File: src/rtl/ysyx_22051468_lsu_if.sv
// Data-memory bus between the load/store unit and the data memory.
// A request is a valid/ready handshake; load data returns later on rvalid.
interface ysyx_22051468_lsu_if #(
   parameter int WIDTH = 64
);
   logic             mem_valid;
   logic             mem_we;
   logic [WIDTH-1:0] mem_addr;
   logic [WIDTH-1:0] mem_wdata;
   logic [7:0]       mem_wstrb;
   logic             mem_ready;
   logic             mem_rvalid;
   logic [WIDTH-1:0] mem_rdata;

   modport master (
      output mem_valid, mem_we, mem_addr, mem_wdata, mem_wstrb,
      input  mem_ready, mem_rvalid, mem_rdata
   );

   modport slave (
      input  mem_valid, mem_we, mem_addr, mem_wdata, mem_wstrb,
      output mem_ready, mem_rvalid, mem_rdata
   );
endinterface

File: src/rtl/ysyx_22051468_lsu.sv
// Memory-access stage: takes one load/store from execute, runs it on the
// data bus, aligns store lanes/strobes, extends load data and writes back.
module ysyx_22051468_lsu #(
   parameter int WIDTH = 64
) (
   input  logic             clk,
   input  logic             rst_n,
   input  logic             req_valid,
   output logic             req_ready,
   input  logic             is_load_i,
   input  logic             is_store_i,
   input  logic [2:0]       funct3_i,
   input  logic [WIDTH-1:0] addr_i,
   input  logic [WIDTH-1:0] wdata_i,
   input  logic [4:0]       rd_addr_i,
   ysyx_22051468_lsu_if.master bus,
   output logic [4:0]       w_addr_o,
   output logic [WIDTH-1:0] w_data_o,
   output logic             w_en_o,
   output logic             hold_pipeline_o,
   output logic             misalign_o
);

   typedef enum logic [1:0] {
      S_IDLE,
      S_REQ,
      S_WAIT,
      S_RESP
   } state_t;

   state_t     state;
   logic [2:0] funct3_q;
   logic [2:0] off_q;
   logic [4:0] rd_q;

   logic             legal;
   logic             misaligned;
   logic             accept;
   logic [WIDTH-1:0] st_wdata;
   logic [7:0]       st_wstrb;
   logic [WIDTH-1:0] shifted;
   logic [WIDTH-1:0] ld_result;

   // Decode the incoming request: legality (one op, supported size) and alignment.
   // NOTE: every always_comb output gets a default first so no latch is inferred.
   always_comb begin
      legal      = 1'b0;
      misaligned = 1'b0;
      if (req_valid && (is_load_i ^ is_store_i)) begin
         legal = is_load_i ? (funct3_i != 3'b111) : (funct3_i[2] == 1'b0);
      end
      case (funct3_i[1:0])
         2'b01:   misaligned = addr_i[0];
         2'b10:   misaligned = |addr_i[1:0];
         2'b11:   misaligned = |addr_i[2:0];
         default: misaligned = 1'b0;
      endcase
   end

   assign accept          = (state == S_IDLE) && legal && !misaligned;
   assign req_ready       = (state == S_IDLE);
   assign hold_pipeline_o = accept || (state == S_REQ) || (state == S_WAIT);

   // Replicate store data across every lane of its size and place the strobes at the offset.
   always_comb begin
      st_wdata = wdata_i;
      st_wstrb = 8'hFF;
      case (funct3_i[1:0])
         2'b00: begin
            st_wdata = {8{wdata_i[7:0]}};
            st_wstrb = 8'h01 << addr_i[2:0];
         end
         2'b01: begin
            st_wdata = {4{wdata_i[15:0]}};
            st_wstrb = 8'h03 << addr_i[2:0];
         end
         2'b10: begin
            st_wdata = {2{wdata_i[31:0]}};
            st_wstrb = 8'h0F << addr_i[2:0];
         end
         default: begin
            st_wdata = wdata_i;
            st_wstrb = 8'hFF;
         end
      endcase
   end

   // Move the addressed bytes down to bit 0, then sign- or zero-extend by size.
   always_comb begin
      shifted   = bus.mem_rdata >> {off_q, 3'b000};
      ld_result = shifted;
      case (funct3_q)
         3'b000:  ld_result = {{(WIDTH-8){shifted[7]}}, shifted[7:0]};
         3'b001:  ld_result = {{(WIDTH-16){shifted[15]}}, shifted[15:0]};
         3'b010:  ld_result = {{(WIDTH-32){shifted[31]}}, shifted[31:0]};
         3'b100:  ld_result = {{(WIDTH-8){1'b0}}, shifted[7:0]};
         3'b101:  ld_result = {{(WIDTH-16){1'b0}}, shifted[15:0]};
         3'b110:  ld_result = {{(WIDTH-32){1'b0}}, shifted[31:0]};
         default: ld_result = shifted;
      endcase
   end

   // Transaction FSM with registered bus, write-back and misalign outputs.
   // NOTE: state and outputs use non-blocking assignments so every register samples pre-edge values.
   always_ff @(posedge clk or negedge rst_n) begin
      if (!rst_n) begin
         state         <= S_IDLE;
         funct3_q      <= 3'b000;
         off_q         <= 3'b000;
         rd_q          <= 5'd0;
         bus.mem_valid <= 1'b0;
         bus.mem_we    <= 1'b0;
         bus.mem_addr  <= '0;
         bus.mem_wdata <= '0;
         bus.mem_wstrb <= 8'h00;
         w_en_o        <= 1'b0;
         w_addr_o      <= 5'd0;
         w_data_o      <= '0;
         misalign_o    <= 1'b0;
      end else begin
         misalign_o <= 1'b0;
         case (state)
            S_IDLE: begin
               if (legal && misaligned) begin
                  misalign_o <= 1'b1;
               end else if (accept) begin
                  funct3_q      <= funct3_i;
                  off_q         <= addr_i[2:0];
                  rd_q          <= rd_addr_i;
                  bus.mem_valid <= 1'b1;
                  bus.mem_we    <= is_store_i;
                  bus.mem_addr  <= {addr_i[WIDTH-1:3], 3'b000};
                  bus.mem_wdata <= is_store_i ? st_wdata : '0;
                  bus.mem_wstrb <= is_store_i ? st_wstrb : 8'h00;
                  state         <= S_REQ;
               end
            end
            S_REQ: begin
               if (bus.mem_ready) begin
                  bus.mem_valid <= 1'b0;
                  bus.mem_we    <= 1'b0;
                  state         <= bus.mem_we ? S_IDLE : S_WAIT;
               end
            end
            S_WAIT: begin
               if (bus.mem_rvalid) begin
                  if (rd_q != 5'd0) begin
                     w_en_o   <= 1'b1;
                     w_addr_o <= rd_q;
                     w_data_o <= ld_result;
                  end
                  state <= S_RESP;
               end
            end
            S_RESP: begin
               w_en_o   <= 1'b0;
               w_addr_o <= 5'd0;
               w_data_o <= '0;
               state    <= S_IDLE;
            end
            default: state <= S_IDLE;
         endcase
      end
   end

endmodule

File: src/flat_wrapper.sv
// flat-port wrapper written by rule: the top's interface ports become plain ports
module ysyx_22051468_lsu_flat 
#(
   parameter int WIDTH = 64
)
  (clk, rst_n, req_valid, req_ready, is_load_i, is_store_i, funct3_i, addr_i, wdata_i, rd_addr_i, w_addr_o, w_data_o, w_en_o, hold_pipeline_o, misalign_o, bus_mem_valid, bus_mem_we, bus_mem_addr, bus_mem_wdata, bus_mem_wstrb, bus_mem_ready, bus_mem_rvalid, bus_mem_rdata);
  ysyx_22051468_lsu_if #(.WIDTH(WIDTH)) bus_i ();
  input  logic clk;
  input  logic rst_n;
  input  logic req_valid;
  output logic req_ready;
  input  logic is_load_i;
  input  logic is_store_i;
  input  logic [2:0] funct3_i;
  input  logic [WIDTH-1:0] addr_i;
  input  logic [WIDTH-1:0] wdata_i;
  input  logic [4:0] rd_addr_i;
  output logic [4:0] w_addr_o;
  output logic [WIDTH-1:0] w_data_o;
  output logic w_en_o;
  output logic hold_pipeline_o;
  output logic misalign_o;
  output wire logic [$bits(bus_i.mem_valid)-1:0] bus_mem_valid;
  output wire logic [$bits(bus_i.mem_we)-1:0] bus_mem_we;
  output wire logic [$bits(bus_i.mem_addr)-1:0] bus_mem_addr;
  output wire logic [$bits(bus_i.mem_wdata)-1:0] bus_mem_wdata;
  output wire logic [$bits(bus_i.mem_wstrb)-1:0] bus_mem_wstrb;
  input wire logic [$bits(bus_i.mem_ready)-1:0] bus_mem_ready;
  input wire logic [$bits(bus_i.mem_rvalid)-1:0] bus_mem_rvalid;
  input wire logic [$bits(bus_i.mem_rdata)-1:0] bus_mem_rdata;
  assign bus_mem_valid = bus_i.mem_valid;
  assign bus_mem_we = bus_i.mem_we;
  assign bus_mem_addr = bus_i.mem_addr;
  assign bus_mem_wdata = bus_i.mem_wdata;
  assign bus_mem_wstrb = bus_i.mem_wstrb;
  assign bus_i.mem_ready = bus_mem_ready;
  assign bus_i.mem_rvalid = bus_mem_rvalid;
  assign bus_i.mem_rdata = bus_mem_rdata;
  ysyx_22051468_lsu #(.WIDTH(WIDTH)) u_core (.clk(clk), .rst_n(rst_n), .req_valid(req_valid), .req_ready(req_ready), .is_load_i(is_load_i), .is_store_i(is_store_i), .funct3_i(funct3_i), .addr_i(addr_i), .wdata_i(wdata_i), .rd_addr_i(rd_addr_i), .bus(bus_i), .w_addr_o(w_addr_o), .w_data_o(w_data_o), .w_en_o(w_en_o), .hold_pipeline_o(hold_pipeline_o), .misalign_o(misalign_o));
endmodule
File: config.mk
export PLATFORM = sky130hd
export DESIGN_NAME = ysyx_22051468_lsu_flat
export DESIGN_NICKNAME = d
export VERILOG_FILES = /design/src/rtl/ysyx_22051468_lsu_if.sv /design/src/rtl/ysyx_22051468_lsu.sv /design/src/flat_wrapper.sv
export SDC_FILE = /design/constraint.sdc
export NUM_CORES = 1
export LEC_CHECK = 0
export BUFFER_PORTS_ARGS = -buffer_cell sky130_fd_sc_hd__buf_4
export CELL_PAD_IN_SITES_DETAIL_PLACEMENT = 1
export CELL_PAD_IN_SITES_GLOBAL_PLACEMENT = 2
export CORE_AREA = 2 2 197 199
export CTS_CLUSTER_SIZE = 10
export DETAILED_ROUTE_END_ITERATION = 7
export DIE_AREA = 0 0 199 201
export GPL_TIMING_DRIVEN = 0
export PLACE_DENSITY = 0.82
export RECOVER_POWER = 100
export SETUP_SLACK_MARGIN = 0.1
export SLEW_MARGIN = 10
export SYNTH_ARGS = -nofsm -noshare
export SYNTH_HDL_FRONTEND = slang
export SYNTH_SLANG_ARGS = --single-unit
File: constraint.sdc
create_clock -name clk -period 3.4 [get_ports clk]
set_input_delay 0.51 -clock clk [delete_from_list [all_inputs] [get_ports clk]]
set_output_delay 0.51 -clock clk [all_outputs]
set_load 0.1 [all_outputs]
==> metrics.md <==
| Metric | Value |
|---|---|
| Post-synth EDFFs | `0` |
| First-pass iteration count of the detailed router | `4` |
| DR iter-0 viols | `464` |
| Unrepaired setup endpoints after global routing | `no` |
| Initial antenna violation count | `0` |
| Hold Startpoint | `addr_i[16]` |
| Synth top cells by count | `dfrtp_1 (219), nand2_1 (191), mux2_2 (79)` |
| FF-to-FF path depth | `7` |
| Grt ovf | `0` |
| Die footprint | `40000 µm²` |
| Syn Area/Cell | `10.1 µm²` |
| Vias per cell | `5.04` |
| Via count | `10.5k` |
| Clock-pin slew on the worst setup and hold paths | `0.06 ns` |
| Total Routing Usage GR | `23.6%` |
| Vias in the first global route | `11.4k` |
| Share of synthesized registers carrying an async set or reset | `100%` |
| Worst slew margin | `2.62%` |
| Die H | `201 µm` |
| CTS buffer count | `28` |
| Htree depth | `1` |
| Core area | `38100 µm²` |
| Most common cell in the netlist | `dfrtp_1` |
| R2R Path End | `u_core.rd_q[2]` |
| Post-Synth Simple-Gate Area | `11.9%` |
| Yosys warning total | `0` |
| Worst-Skew Late Latency | `0.57 ns` |
| Compound-Gate Fraction of Synth Area | `18.8%` |
| Max_cap viols | `0` |
| Largest family of logic cells by synthesized area | `compound AO/OA/AOI/OAI gates` |
| Top post-synthesis cells by area | `dfrtp_1 (49%), mux2_2 (7.9%), nand2_1 (6.4%)` |
| Area Overhead vs Synth | `34.3%` |
| Post-Synth XOR/XNOR Area | `0.156%` |
| I/O pin total | `418` |
| CTS tree | `built` |
| Dpl hpwl | `37400 µm` |
| Fin cells | `2091` |
| Fmax | `326 MHz` |
| Yosys top cell area share | `48.7%` |
| Synth Register Bits | `219` |
| Die X | `199 µm` |
| Hold Path Cell Cnt | `2` |
| Seq/Total Area, Yosys | `48.7%` |
| Post-synth cell types | `51` |
| Row count | `72` |
| Setup violations, final | `0` |
| Synth Area in Adders | `0.668%` |
| Tcrit/Tclk final | `90.2%` |
| Worst hold path class | `primary input to flip-flop` |
| R2R setup slack | `0.49 ns` |
| Post-DRT Antenna Nets | `0` |
| Dpl ws | `-0.366 ns` |
| WS Path Type | `primary input to output port` |
| Initial Util | `29.5%` |
| Max Buffers Root-to-Sink | `3` |
| CP max FO | `27` |
| Run status | `finished, final reports clean` |
| Pins Over Slew Limit | `0` |
| Arr. time, crit path | `2.56 ns` |
| First-pass GRT wire length | `71200 µm` |
| Req. time, crit path | `2.89 ns` |
| Worst Max-Slew Pin Slew | `1.46 ns` |
| Yosys top cell by area | `dfrtp_1` |
| Nets | `1772` |
| Placed Cells | `2047` |
| Crit path launch type | `primary input` |
| Worst hold endpoint | `u_core.bus.mem_addr[16]` |
| Synth Flop Type | `dfrtp_1` |
| Syn Inst Count | `1112` |
| Final Hold Vio Count | `0` |
| Final core occ | `39.6%` |
| Largest net degree at the start of global routing | `99` |
| CTS root buffer | `clkbuf_16` |
| DRC | `0` |
| Drt total wl | `47800 µm` |
| Reg2reg start | `u_core.state[0]` |
| Share of cells above drive strength 1 | `24.6%` |
| Skew final | `0.0151 ns` |
| Mux contribution to synthesized area | `14.9%` |
| PortBufs | `413` |
| GPL Wtd Cong | `0.916` |
| Antenna Cells | `0` |
| Crit path time final | `3.07 ns` |
| Synth Cell Area | `11200 µm²` |
| Setup ws final | `0.334 ns` |
| Crit end category | `output port` |
| CTS sink cnt | `219` |
| Routed WL per cell | `22.9 µm` |
==> cell families (layout without fill, tap and decap cells) <==
kind of cell	after synthesis	count (layout)
XOR/XNOR	2	2
AO/OA/AOI/OAI	312	312
buffers and inverters	107	566
adder cells (fa/ha/maj)	6	6
other	1	3
flip-flops	219	219
multiplexers	148	148
AND/OR/NAND/NOR	317	317
==> registers in the layout, summed over array words and instances, names as in the netlist, named ones only <==
signal,cells
u_core.w_data_o,64
u_core.rd_q,5
u_core.state,1
u_core.bus.mem_wdata,64
u_core.w_addr_o,5
u_core.funct3_q,3
u_core.w_en_o,1
u_core.off_q,3
u_core.bus.mem_addr,61
u_core.bus.mem_wstrb,8
u_core.bus.mem_valid,1
u_core.bus.mem_we,1
u_core.misalign_o,1
==> routing by layer <==
| metal | vias up | routed length, µm | GRT usage (%) |
|---|---|---|---|
| met5 | - | 0 | 0 |
| met4 | 0 | 1590 | 8.05 |
| met3 | 72 | 3960 | 6.17 |
| met2 | 401 | 23700 | 41.4 |
| met1 | 5234 | 18500 | 27.7 |
| li1 | 4830 | - | - |
==> area by class of cell <==
class                           count  area, µm²
Fill cell                        4512      23000
Sequential cell                   219       5480
Multi-Input combinational cell    788       5230
Timing Repair Buffer              417       2400
Clock buffer                       38        778
Tap cell                          518        648
Buffer                             94        424
Clock inverter                      6        105
Inverter                           11       45.0
==> cell usage in the layout (no fill, tap or decap), drive strengths merged, types with 12 or more instances in the layout <==
master,synthesis,routed
mux2,81,81
buf,51,237
o21ai,96,96
clkbuf,45,311
dfrtp,219,219
nor2b,35,35
nand2,191,191
a21oi,32,32
a21o,12,12
mux2i,60,60
a22oi,41,41
o31ai,59,59
o22ai,17,17
nor2,65,65
==> critical path: stages <==
cell,delay (ns)
buf_4,0.11
clkbuf_8,0.19
clkinvlp_4,0.14
ha_1,0.21
buf_6,0.14
or2_1,0.21
buf_2,0.19
a21o_1,0.19
a21o_1,0.17
buf_6,0.20
o21ai_4,0.10
buf_12,0.19
==> metrics by stage <==
stage	cell area (µm²)	hold slack, ns	setup TNS, ns
final	15100	0.171	0
after global routing	15100	0.152	0
after CTS	16000	0.141	0
after detailed placement	15100	0.406	-0.366
after global placement	15000	0.461	-0.337
after floorplan	11300	0.214	0
==> what timing repair did <==
action                     CTS  global route
hold endpoints to repair    37             0
setup endpoints to repair    1             1
hold buffers                 1             0
gates cloned                 0             0
gates resized for setup      6             1
buffers inserted             0             1
==> worst max path at each step <==
stage	from	to	slack, ns
after global routing	u_core.state[0]	hold_pipeline_o	0.14
after floorplan	u_core.state[0]	hold_pipeline_o	0.29
after global placement	funct3_i[1]	hold_pipeline_o	-0.34
after CTS	funct3_i[1]	hold_pipeline_o	0.18
final	funct3_i[1]	hold_pipeline_o	0.33
after detailed placement	funct3_i[1]	hold_pipeline_o	-0.37
Power is left out: the tool's default activity adds up to more than one toggle a clock period on the data nets, which glitch-free logic cannot reach.
